[src/rtl/sdram_arb_pkg.sv]
`default_nettype none
// +----------------------------------------------------------------------------+
// | Module      : sdram_arb_pkg                                                |
// | Description : Shared types and defaults for the SDRAM slot arbiter:        |
// |               arbiter state encoding, requester identifiers and the        |
// |               default slot length / refresh cadence.                       |
// | Revision    : 1.0 - initial release                                        |
// +----------------------------------------------------------------------------+
package sdram_arb_pkg;

    // Arbiter state machine encoding
    typedef enum logic [1:0] {
        IDLE = 2'd0,
        BUSY = 2'd1,
        REFR = 2'd2
    } state_t;

    // Requester identifiers
    typedef enum logic [1:0] {
        LD  = 2'd0,
        CPU = 2'd1,
        PPU = 2'd2
    } req_id_t;

    // Default clk cycles per SDRAM slot
    localparam int C_SLOT_CYCLES   = 16;
    // Default number of back-to-back busy slots before a forced refresh slot
    localparam int C_REFRESH_SLOTS = 8;

endpackage : sdram_arb_pkg
`default_nettype wire

[src/rtl/sdram_arb_pick.sv]
`default_nettype none
// +----------------------------------------------------------------------------+
// | Module      : sdram_arb_pick                                               |
// | Description : Combinational winner selection. The loader always wins;      |
// |               CPU/PPU contention is settled by the round-robin pointer;    |
// |               a lone requester wins outright.                              |
// | Ports       : i_ld_req, i_cpu_req, i_ppu_req - request levels              |
// |               i_rr_ppu  - round-robin pointer (1 = PPU favoured)           |
// |               o_valid   - at least one requester is active                 |
// |               o_winner  - identifier of the selected requester             |
// | Revision    : 1.0 - initial release                                        |
// +----------------------------------------------------------------------------+
module sdram_arb_pick
    import sdram_arb_pkg::*;
(
    input  logic    i_ld_req,
    input  logic    i_cpu_req,
    input  logic    i_ppu_req,
    input  logic    i_rr_ppu,
    output logic    o_valid,
    output req_id_t o_winner
);

    always_comb begin
        o_valid  = i_ld_req | i_cpu_req | i_ppu_req;
        o_winner = LD;
        if (i_ld_req) begin
            o_winner = LD;
        end else if (i_cpu_req && i_ppu_req) begin
            o_winner = i_rr_ppu ? PPU : CPU;
        end else if (i_cpu_req) begin
            o_winner = CPU;
        end else if (i_ppu_req) begin
            o_winner = PPU;
        end
    end

endmodule : sdram_arb_pick
`default_nettype wire

[src/rtl/sdram_arb.sv]
`default_nettype none
// +----------------------------------------------------------------------------+
// | Module      : sdram_arb                                                    |
// | Description : Slot-based arbiter sharing one SDRAM controller between a    |
// |               loader (writes), a CPU (reads/writes) and a PPU (reads).     |
// |               One access per clkref slot, each lasting SLOT_CYCLES clks;   |
// |               after REFRESH_SLOTS busy slots a slot is left idle so the    |
// |               controller can refresh.                                      |
// | Ports       : clk, reset (async, active high), clkref (slot reference)     |
// |               ld_*  - loader write request / operands / ack               |
// |               cpu_* - CPU request / operands / read data / ack            |
// |               ppu_* - PPU read request / address / read data / ack        |
// |               mem_* - command and data interface to the SDRAM controller  |
// | Revision    : 1.0 - initial release                                        |
// +----------------------------------------------------------------------------+
module sdram_arb
    import sdram_arb_pkg::*;
#(
    parameter int SLOT_CYCLES   = C_SLOT_CYCLES,
    parameter int REFRESH_SLOTS = C_REFRESH_SLOTS
) (
    input  logic        clk,
    input  logic        reset,
    input  logic        clkref,
    input  logic        ld_req,
    input  logic [24:0] ld_addr,
    input  logic [7:0]  ld_din,
    output logic        ld_ack,
    input  logic        cpu_req,
    input  logic        cpu_we,
    input  logic [24:0] cpu_addr,
    input  logic [7:0]  cpu_din,
    output logic [7:0]  cpu_dout,
    output logic        cpu_ack,
    input  logic        ppu_req,
    input  logic [24:0] ppu_addr,
    output logic [7:0]  ppu_dout,
    output logic        ppu_ack,
    output logic [24:0] mem_addr,
    output logic        mem_we,
    output logic [7:0]  mem_din,
    output logic        mem_oeA,
    output logic        mem_oeB,
    input  logic [7:0]  mem_doutA,
    input  logic [7:0]  mem_doutB
);

    localparam int c_cnt_w  = (SLOT_CYCLES > 1) ? $clog2(SLOT_CYCLES) : 1;
    localparam int c_slot_w = $clog2(REFRESH_SLOTS + 1);
    localparam logic [c_cnt_w-1:0]  c_last      = c_cnt_w'(SLOT_CYCLES - 1);
    localparam logic [c_slot_w-1:0] c_slots_max = c_slot_w'(REFRESH_SLOTS);

    state_t              r_state;
    state_t              w_state_nx;
    logic                r_clkref_d;
    logic [c_cnt_w-1:0]  r_cnt;
    logic [c_slot_w-1:0] r_slots;
    logic                r_rr_ppu;
    req_id_t             r_gnt;

    logic                w_slot_start;
    logic                w_last;
    logic                w_any;
    req_id_t             w_winner;
    logic                w_grant;
    logic                w_refr;

    assign w_slot_start = clkref & ~r_clkref_d;
    assign w_last       = (r_cnt == c_last);

    sdram_arb_pick u_pick (
        .i_ld_req  (ld_req),
        .i_cpu_req (cpu_req),
        .i_ppu_req (ppu_req),
        .i_rr_ppu  (r_rr_ppu),
        .o_valid   (w_any),
        .o_winner  (w_winner)
    );

    // State register
    always_ff @(posedge clk or posedge reset) begin
        if (reset) begin
            r_state <= IDLE;
        end else begin
            r_state <= w_state_nx;
        end
    end

    // Next state; a pending request at a slot boundary is either granted or,
    // once the busy-slot budget is spent, turned into a refresh slot.
    always_comb begin
        w_state_nx = r_state;
        w_grant    = 1'b0;
        w_refr     = 1'b0;
        case (r_state)
            IDLE: begin
                if (w_slot_start && w_any) begin
                    if (r_slots == c_slots_max) begin
                        w_state_nx = REFR;
                        w_refr     = 1'b1;
                    end else begin
                        w_state_nx = BUSY;
                        w_grant    = 1'b1;
                    end
                end
            end
            BUSY, REFR: begin
                if (w_last) begin
                    w_state_nx = IDLE;
                end
            end
            default: w_state_nx = IDLE;
        endcase
    end

    // Datapath: operand latching, strobes, capture and acks
    always_ff @(posedge clk or posedge reset) begin
        if (reset) begin
            r_clkref_d <= 1'b0;
            r_cnt      <= '0;
            r_slots    <= '0;
            r_rr_ppu   <= 1'b0;
            r_gnt      <= LD;
            mem_addr   <= '0;
            mem_din    <= '0;
            mem_we     <= 1'b0;
            mem_oeA    <= 1'b0;
            mem_oeB    <= 1'b0;
            cpu_dout   <= '0;
            ppu_dout   <= '0;
            ld_ack     <= 1'b0;
            cpu_ack    <= 1'b0;
            ppu_ack    <= 1'b0;
        end else begin
            r_clkref_d <= clkref;
            ld_ack     <= 1'b0;
            cpu_ack    <= 1'b0;
            ppu_ack    <= 1'b0;
            case (r_state)
                IDLE: begin
                    if (w_slot_start && !w_any) begin
                        // An unused slot gives the controller time to refresh
                        r_slots <= '0;
                    end else if (w_refr) begin
                        r_slots <= '0;
                        r_cnt   <= '0;
                    end else if (w_grant) begin
                        r_cnt   <= '0;
                        r_slots <= r_slots + 1'b1;
                        r_gnt   <= w_winner;
                        case (w_winner)
                            CPU: begin
                                mem_addr <= cpu_addr;
                                mem_din  <= cpu_din;
                                mem_we   <= cpu_we;
                                mem_oeA  <= ~cpu_we;
                                r_rr_ppu <= ~r_rr_ppu;
                            end
                            PPU: begin
                                mem_addr <= ppu_addr;
                                mem_oeB  <= 1'b1;
                                r_rr_ppu <= ~r_rr_ppu;
                            end
                            default: begin
                                mem_addr <= ld_addr;
                                mem_din  <= ld_din;
                                mem_we   <= 1'b1;
                            end
                        endcase
                    end
                end
                BUSY: begin
                    r_cnt <= r_cnt + 1'b1;
                    if (w_last) begin
                        mem_we  <= 1'b0;
                        mem_oeA <= 1'b0;
                        mem_oeB <= 1'b0;
                        case (r_gnt)
                            CPU: begin
                                cpu_ack <= 1'b1;
                                if (mem_oeA) begin
                                    cpu_dout <= mem_doutA;
                                end
                            end
                            PPU: begin
                                ppu_ack  <= 1'b1;
                                ppu_dout <= mem_doutB;
                            end
                            default: ld_ack <= 1'b1;
                        endcase
                    end
                end
                REFR: begin
                    r_cnt <= r_cnt + 1'b1;
                end
                default: r_cnt <= '0;
            endcase
        end
    end

endmodule : sdram_arb
`default_nettype wire

[config.mk]
export PLATFORM = sky130hd
export DESIGN_NAME = sdram_arb
export DESIGN_NICKNAME = d
export VERILOG_FILES = /design/src/rtl/sdram_arb_pkg.sv /design/src/rtl/sdram_arb_pick.sv /design/src/rtl/sdram_arb.sv
export SDC_FILE = /design/constraint.sdc
export NUM_CORES = 1
export LEC_CHECK = 0
export CORE_ASPECT_RATIO = 1.4
export CORE_MARGIN = 3
export CORE_UTILIZATION = 30
export CTS_CLUSTER_SIZE = 12
export DETAILED_ROUTE_END_ITERATION = 10
export GPL_ROUTABILITY_DRIVEN = 1
export PLACE_DENSITY = 0.76
export SLEW_MARGIN = 10
export SYNTH_ARGS = -nofsm -noshare
export SYNTH_HDL_FRONTEND = slang
export SYNTH_HIERARCHICAL = 1
export SYNTH_SLANG_ARGS = --single-unit
export TNS_END_PERCENT = 10
[constraint.sdc]
create_clock -name clk -period 2.4 [get_ports clk]
set_input_delay 0.6 -clock clk [delete_from_list [all_inputs] [get_ports clk]]
set_output_delay 0.6 -clock clk [all_outputs]
set_load 0.05 [all_outputs]
==> summary.txt, run 1 <==
Outcome
  • Status: finished clean

Timing
  • Worst slew pin tran: between 0.5 and 0.6 ns
  • Setup violators final: 0
  • RSZ-0062 raised after global routing: false
  • Max-slew violation count: 0
  • Final Cycle Share: 0.9410
  • Worst rel slew slack: 0.6340
  • Max Freq: 442.8 MHz
  • Final hold violations: 0
  • Setup Skew: around 0.0057 ns
  • Min Hold Slack: roughly 0.47 ns
  • Min Clock Period, post-route: ~2.3 ns

Logic synthesis
  • Sequential area share after synthesis: 0.4987
  • Flops & latches, synth: slightly below 70
  • Syn. warnings: 6
  • Top_reg_cell synth: dfrtp_1
  • Mean post-synth cell area: 10.03 µm²
  • Post-synth EDFFs: 0
  • Post-Syn Nets: 468
  • Top cells by count, synth: dfrtp_1, nand2_1, o21ai_0, mux2_2, a21oi_1
  • Most frequent cell after synthesis: dfrtp_1
  • Synthesized area: around 3500 µm²
  • Synth area leaders: dfrtp_1, mux2_2, a22oi_1, o21ai_0, nand2_1
  • Syn Inst Count: 345
  • Unique cell type count in the Yosys netlist: 36
  • Synth area leader: dfrtp_1
  • Top cell type's share of synthesized area: 0.4987
  • Ys async rst share: 1.000

Clocking
  • CTS tree: yes
  • Clk buf depth: 2
  • Clock Pin Slew Worst Setup and Hold Paths: 0.05 ns
  • CTS resizes: 0
  • Clk_lat worst skew: 0.33 ns
  • CTS Buf Count: 9
  • H-tree depth: 3
  • Clock sink count: 69
  • Cts hold-fix bufs: 0
  • # Post-CTS Setup Buffers: 0
  • CTS Root Cell: clkbuf_16

Routing
  • Via density: 4.766
  • DRT antenna net count: 0
  • DR vias: 3,174
  • Routed Wire Length: 9.918 mm
  • Routed len/inst: 14.89 µm
  • First-pass iteration count of the detailed router: 4
  • DRT iter0 DRCs: 116
  • Drt drc: 0

Cells and area
  • Post-layout nets: around 640
  • Layout Cell Area excl Fill: roughly 5700 µm²
  • Area Growth Syn to Fin: 65.31%
  • Layout cells sized above 1: 0.1390
  • Register area: 1727 µm²
  • Diodes inserted: 0
  • Fin util: 0.5186
  • Multi-input gate area: 1564 µm²
  • # fillers: 1,009

GRT
  • Total grt overflow: 0
  • Vias in the first global route: roughly 3,200
  • Largest net degree at the start of global routing: 70
  • Initial antenna violation count: 0
  • First-pass GRT wire length: ~16 mm
  • Total GRT Usage: 0.1522

Floorplan
  • Die height: around 130 µm
  • Core area: between 10,000 and 15,000 µm²
  • Cell row count: 45
  • Ports: 169
  • Die W: 96.79 µm
  • Initial Util: 0.3137
  • Die Area: 12,880 µm²

Critical path
  • Critical Path Sink Type: flip-flop
  • Worst path arrival time: between 2 and 2.5 ns
  • Req. time, crit path: 2.60 ns
  • Critical Path Source Type: input pin
  • Reg2reg start: r_rr_ppu
  • Worst Setup SP: ppu_req
  • Critical Path Fanout Max: 21
  • Worst Reg2Reg Path Length in Cells: 7
  • Worst setup path class: input pin to flip-flop
  • Reg2reg setup slack: 0.52 ns

Worst hold path
  • Worst hold stages: 2
  • Worst Hold Launch: mem_addr[6]
  • Hold crit path type: flip-flop to flip-flop

Power and ir drop
  • Leakage Power: ~2.4 nW
  • Peak supply drop: approximately 0.00061 V
  • Power Density: 1034 nW/µm²
  • Total power: 0.005915 W

Placement
  • Placed Area: 5401 µm²
  • Gpl congestion: 0.8502
  • Port Buffers: 168
  • Dpl hpwl: 7.647 mm

Job
  • Max cap viols: 0
==> cell families after synthesis <==
logic type,count (synthesis),share of synthesized area
adders and majority gates,9,0.03253
xor gates and xnor gates,1,0.002530
muxes,32,0.1041
AOI/OAI and AO/OA,100,0.1706
buffers and inverters,38,0.05096
and+or+nand+nor,96,0.1406
DFF,69,0.4987
==> layout by cell type, fill, tap and decap left out, drive strengths merged, types with 3 or more instances in the layout <==
cell,instances
clkdlybuf4s50,168
dfrtp,69
nand2,40
o21ai,37
mux2,32
a21oi,29
nor2,29
a22oi,25
buf,18
inv,16
clkbuf,13
ha,9
nand3,7
and2,4
nor2b,4
nand3b,3
nand4,3
==> final timing paths <==
path / endpoint
min reg2reg: mem_addr[6]
min in group asynchronous: cpu_dout[5]
max: mem_addr[7]
min: mem_addr[6]
max reg2reg: mem_din[2]
max in group asynchronous: r_cnt[0]
==> power by group <==
part           leakage (nW)  switching (W)  internal, W
Combinational          1.39        0.00173      0.00108
Clock                 0.152       0.000466     0.000887
Sequential            0.877       0.000232      0.00152
Total                  2.42        0.00243      0.00348
==> flip-flops by register name (all words and copies together), names as in the netlist, 2 cells and up <==
name	flops
r_gnt	2
mem_din	8
r_slots	4
ppu_dout	8
r_cnt	4
r_state	2
mem_addr	25
cpu_dout	8
==> stage by stage <==
stage | cells | worst slack, ns | setup TNS, ns
detailed placement | 650 | -0.1894 | -4.465
floorplan | 345 | 0.06014 | 0
global route | 666 | 0.01943 | 0
CTS | 666 | 0.1505 | 0
finish | 666 | 0.1415 | 0
global placement | 650 | -0.1292 | -3.217
==> critical path: stages <==
cell and delay (ns):
clkdlybuf4s50_1 0.49, buf_4 0.11, o211a_1 0.19, inv_1 0.05, ha_1 0.23, buf_12 0.16
buf_12 0.15, a22oi_1 0.18, nor2_1 0.06, a21oi_1 0.12, o21ai_0 0.09
==> per-layer routing <==
layer,track usage,share of wire,up-vias
met2,0.2619,0.50,144
met3,0.04034,0.067,16
li1,-,-,1565
met5,0,0,-
met1,0.1753,0.41,1449
met4,0.07260,0.023,0
==> cell type report <==
class / instances / area share
repair buffers: 186 / 0.3290
flip-flops and latches: 69 / 0.3017
multi-input cells: 238 / 0.2733
clock buffers: 13 / 0.04722
well taps: 141 / 0.03083
inverters: 16 / 0.01049
clock inverters: 3 / 0.007433
Note: power is estimated with default switching activity, not from simulation.
==> run 2: changes to the inputs <==
- CORE_ASPECT_RATIO: 1.4 -> unset
- SKIP_CTS_REPAIR_TIMING: unset -> 1
- SLEW_MARGIN: 10 -> 20
==> run 2 against run 1 <==
  * Sequential share of layout area is essentially flat
  * Die area is 0.14% lower
  * Global-route usage increased by 0.43 points
  * Via count up 2.5%
  * Flip-flop and latch count unchanged
  * Critical endpoint is now mem_addr[6]
  * Maximum frequency decreased by 1.3%
  * Hold slack gained 0.0031 ns
  * Highest routed layer unchanged
==> summary.txt, run 2 (same netlist as run 1, synthesis figures left out) <==
Outcome
  • Status: finished clean

Placement
  • Port Buffers: 168
  • Dpl hpwl: approximately 8.2 mm
  • Gpl congestion: around 0.85

Floorplan
  • Die W: 113.4 µm
  • Die height: 113.4 µm
  • Initial Util: 0.3125
  • Core area: 11,080 µm²
  • Ports: around 170
  • Die Area: between 10,000 and 15,000 µm²
  • Cell row count: 38

Cells and area
  • Leading cell type in the layout, fill and taps excluded: clkdlybuf4s50_1
  • Register area: roughly 1700 µm²
  • Multi-input gate area: 1572 µm²
  • Most frequent cells in the layout: clkdlybuf4s50_1, dfrtp_1, nand2_1
  • Post-layout nets: approximately 640
  • Largest register FFs: 25
  • Area Growth Syn to Fin: 65.12%
  • # fillers: just over 1,000
  • Reg with most FFs: mem_addr
  • Diodes inserted: 0
  • Layout cells sized above 1: 0.1412
  • Fin util: 0.5160

Timing
  • Min Hold Slack: 0.4746 ns
  • Final Cycle Share: 0.9539
  • Final hold violations: 0
  • Max Freq: between 400 and 500 MHz
  • Min Clock Period, post-route: ~2.3 ns
  • Setup Skew: approximately 0.0065 ns
  • Setup violators final: 0
  • Max-slew violation count: 0
  • Worst slew pin tran: 0.5380 ns
  • Worst rel slew slack: 0.6402

Critical path
  • Worst setup path class: input pin to flip-flop
  • Critical Path Sink Type: flip-flop
  • Critical Path Source Type: input pin
  • Worst path arrival time: 2.48 ns
  • Critical Path Fanout Max: 13
  • Req. time, crit path: around 2.6 ns

Routing
  • Via density: 4.901
  • Max Used Layer: met4
  • DRT iter0 DRCs: roughly 170
  • Wl on met1: approximately 4 mm
  • Routed Wire Length: between 10 and 15 mm
  • Routed len/inst: 15.51 µm
  • DR vias: approximately 3,300
  • First-pass iteration count of the detailed router: 4
  • Met3 wire len: 748 µm
  • Routed met2 length: 5.428 mm
  • DRT antenna net count: 0
  • Drt drc: 0

Power and ir drop
  • Power Density: about 1000 nW/µm²
  • Total power: 0.005980 W
  • Peak supply drop: between 0.0007 and 0.0008 V
  • Leakage Power: 2.406 nW

Clocking
  • CTS tree: yes
  • Clk_lat worst skew: 0.33 ns
  • CTS Buf Count: 9
  • Clk buf depth: 2
  • H-tree depth: 3
  • Clock sink count: 69
  • CTS Root Cell: clkbuf_16
  • Clock Pin Slew Worst Setup and Hold Paths: 0.06 ns

GRT
  • Vias in the first global route: 3,347
  • Initial antenna violation count: 0
  • Largest net degree at the start of global routing: 36
  • First-pass GRT wire length: 16.03 mm
  • Total grt overflow: 0
  • Total GRT Usage: 0.1566

Job
  • Max cap viols: 0

Worst hold path
  • Hold crit path type: flip-flop to flip-flop
run 2: layout make-up:
| class | instances | share of cell area |
|---|---|---|
| repair buffers | 185 | 0.3252 |
| flip-flops and latches | 69 | 0.3020 |
| multi-input cells | 238 | 0.2749 |
| clock buffers | 9 | 0.03940 |
| well taps | 140 | 0.03064 |
| clock inverters | 7 | 0.01729 |
| inverters | 16 | 0.01051 |
run 2: power by group:
part / total (W) / switching, W / internal, W
clock: 0.00141 / 0.000497 / 0.000914
combinational: 0.00283 / 0.00175 / 0.00108
sequential: 0.00174 / 0.000223 / 0.00152
run 2: routing by layer:
| metal | global-route usage | vias up |
|---|---|---|
| li1 | - | 1562 |
| met1 | 0.1789 | 1551 |
| met2 | 0.2895 | 132 |
| met3 | 0.04562 | 9 |
| met4 | 0.03365 | 0 |
| met5 | 0 | - |
run 2: final timing paths:
kind                       cells past startpoint    startpoint  slack (ns)      endpoint
setup / recovery                              11       cpu_req        0.11   mem_addr[6]
hold / removal                                 2  mem_addr[17]        0.47  mem_addr[17]
setup reg to reg                               9      r_rr_ppu        0.47   mem_addr[6]
hold reg to reg                                2  mem_addr[17]        0.47  mem_addr[17]
max in group asynchronous                      3         reset        1.38    r_slots[0]
min in group asynchronous                      3         reset        0.70   ppu_dout[4]
run 2: worst max-delay path, stage by stage:
cell             delay, ns
clkdlybuf4s50_1       0.47
inv_1                 0.07
a211oi_2              0.16
buf_4                 0.15
inv_1                 0.04
ha_1                  0.26
buf_4                 0.22
a22oi_1               0.19
nor2_1                0.06
a21oi_1               0.13
o21ai_0               0.11
run 2: per-stage QoR:
stage	instance area, µm²	worst slack [ns]	std cells	TNS (ns)
after floorplan	3462	0.06014	345	0
after CTS	5704	0.1388	664	0
final	5717	0.1107	664	0
after detailed placement	5380	-0.2188	648	-5.750
after global placement	5380	-0.1536	648	-4.085
after global routing	5717	-0.04808	664	-0.06560
==> run 3: changes to the inputs <==
- CELL_PAD_IN_SITES_DETAIL_PLACEMENT: unset -> 1
- CELL_PAD_IN_SITES_GLOBAL_PLACEMENT: unset -> 2
- CORE_UTILIZATION: 30 -> 21
- PLACE_DENSITY: 0.76 -> 0.87
==> run 3 against run 2 <==
  * Worst setup slack lost 0.022 ns
  * Hold slack gained 0.0056 ns
  * Non-clock buffer count shrank 2
  * Critical path depth shrank 3
  * Sequential share of layout area shrank 0.79 points
  * Total power grew 3.0%
  * Register-to-register slack is essentially flat
  * Global-route usage shrank 2.5 points
  * Maximum frequency shrank 0.95%
  * Core utilization shrank 15 points
  * Clock skew is essentially flat
  * Flip-flop and latch count is the same
  * Largest power group unchanged
==> summary.txt, run 3 (same netlist as run 1, synthesis figures left out) <==
Cells and area
  • Layout cells sized above 1: 0.1360
  • Post-layout nets: 640
  • Diodes inserted: 0
  • Reg with most FFs: mem_addr
  • Most frequent cells in the layout: clkdlybuf4s50_1, dfrtp_1, nand2_1
  • # fillers: 1,811
  • Area Growth Syn to Fin: 69.53%
  • Fin util: 0.3668
  • Layout Cell Area excl Fill: 5869 µm²
  • Largest register FFs: 25
  • Leading cell type in the layout, fill and taps excluded: clkdlybuf4s50_1

GRT
  • Vias in the first global route: 3,604
  • Largest net degree at the start of global routing: 29
  • Total GRT Usage: 0.1316
  • Initial antenna violation count: 0
  • First-pass GRT wire length: between 15 and 20 mm
  • Total grt overflow: 0

Clocking
  • CTS tree: yes
  • Clk_lat worst skew: 0.33 ns
  • H-tree depth: 3
  • Clk buf depth: 2
  • Clock sink count: 69
  • CTS Buf Count: 9
  • Clock Pin Slew Worst Setup and Hold Paths: roughly 0.060 ns
  • CTS Root Cell: clkbuf_16

Timing
  • Max-slew violation count: 0
  • Final Cycle Share: 0.9630
  • Final hold violations: 0
  • Min Clock Period, post-route: 2.311 ns
  • Setup violators final: 0
  • Max Freq: 432.7 MHz
  • RSZ-0062 raised after global routing: false
  • Worst slew pin tran: 0.5559 ns
  • Setup Skew: 0.006210 ns
  • Worst rel slew slack: 0.6282
  • Setup TNS: 0 ns

Critical path
  • Reg-to-reg endpoint: mem_din[2]
  • Worst path arrival time: 2.52 ns
  • Crit path buffers/inverters: 4
  • Crit path largest cell delay: 0.49 ns
  • Req. time, crit path: 2.61 ns
  • Critical Path Source Type: input pin
  • Worst Reg2Reg Path Length in Cells: 6
  • Worst setup path class: input pin to flip-flop
  • Reg2reg start: r_rr_ppu
  • Critical Path Sink Type: flip-flop
  • Reg2reg setup slack: 0.46 ns
  • Most used cell, CP: mux2_2
  • CP top delay family: buffers and inverters
  • Cells along the critical path: clkdlybuf4s50_1, inv_1, a211oi_1, buf_4, ha_1, buf_12, mux2_2, mux2_2
  • Critical Path Fanout Max: 12
  • Crit path max-delay cell type: clkdlybuf4s50_1

Power and ir drop
  • Power Density: 1050 nW/µm²
  • Total power: 0.006162 W
  • Leakage Power: 2.428 nW
  • Peak supply drop: 0.0005895 V

Floorplan
  • Initial Util: 0.2164
  • Die Area: 18,060 µm²
  • Die height: 134.4 µm
  • Die W: 134.4 µm
  • Cell row count: 46
  • Ports: 169
  • Core area: between 15,000 and 20,000 µm²

Placement
  • Gpl congestion: between 0.7 and 0.8
  • Port Buffers: 168
  • Dpl hpwl: 9.373 mm
  • Placed Area: about 5500 µm²

Routing
  • Routed Wire Length: 11.87 mm
  • Routed len/inst: approximately 16 µm
  • DR vias: 3,217
  • Via density: 4.359
  • Drt drc: 0
  • First-pass iteration count of the detailed router: 4
  • DRT iter0 DRCs: 73
  • DRT antenna net count: 0

Worst hold path
  • Hold crit path type: flip-flop to flip-flop
  • Worst min-delay path endpoint: mem_addr[7]
  • Worst Hold Launch: mem_addr[7]
  • Worst hold stages: 2

Outcome
  • Status: finished clean

Job
  • Max cap viols: 0
run 3: cell types whose count changed in the layout (fill, tap and decap cells not counted), sizes merged:
cell,previous run,this run
inv,17,16
clkbuf,9,10
clkinvlp,1,2
bufinv,2,3
clkinv,3,1
buf,17,15
run 3: how the worst max path moves through the flow:
| stage | from | to | slack (ns) | cells past startpoint |
|---|---|---|---|---|
| after floorplan | reset | cpu_ack | 0.06 | 1 |
| after global placement | ppu_req | mem_addr[22] | -0.20 | 10 |
| after detailed placement | cpu_req | mem_addr[22] | -0.24 | 11 |
| after CTS | cpu_req | mem_addr[22] | 0.1 | 11 |
| after global routing | cpu_req | mem_addr[20] | 0.009 | 11 |
| final | cpu_req | mem_din[2] | 0.09 | 8 |
run 3: report_power, final:
group	leakage, nW	internal (W)	switching (W)
clock network	0.165	0.00104	0.000492
logic	1.39	0.00110	0.00179
registers	0.877	0.00152	0.000221
run 3: final cells by class:
cell class | instances | area (µm²) | area share
Timing Repair Buffer | 183 | 1902 | 0.3240
Multi-Input combinational cell | 238 | 1562 | 0.2660
Clock buffer | 10 | 239.0 | 0.04072
Inverter | 16 | 60.06 | 0.01023
Tap cell | 216 | 270.3 | 0.04605
Clock inverter | 6 | 110.1 | 0.01876
Sequential cell | 69 | 1727 | 0.2942
run 3: through the flow:
stage	cells	setup WS [ns]	hold WS (ns)
after floorplan	345	0.06014	0.4646
after global placement	722	-0.2025	0.4621
after detailed placement	722	-0.2362	0.4730
after CTS	738	0.09813	0.4859
after global routing	738	0.009026	0.5170
final	738	0.08875	0.4802
run 3: worst reg2reg max path, delay by kind of cell (launching register included):
| kind | cells | cell delay, ns |
|---|---|---|
| AO/OA/AOI/OAI | 1 | 0.23 |
| flip-flops | 1 | 0.41 |
| multiplexers | 2 | 0.62 |
| buffers and inverters | 2 | 0.33 |
| adder cells (fa/ha/maj) | 1 | 0.23 |
run 3: per-layer routing:
metal | GRT usage | vias up | part of all wire
met5 | 0 | - | 0
met2 | 0.2419 | 96 | 0.53
met1 | 0.1434 | 1546 | 0.39
met4 | 0.05090 | 0 | 0.020
met3 | 0.03563 | 18 | 0.068
li1 | - | 1557 | -
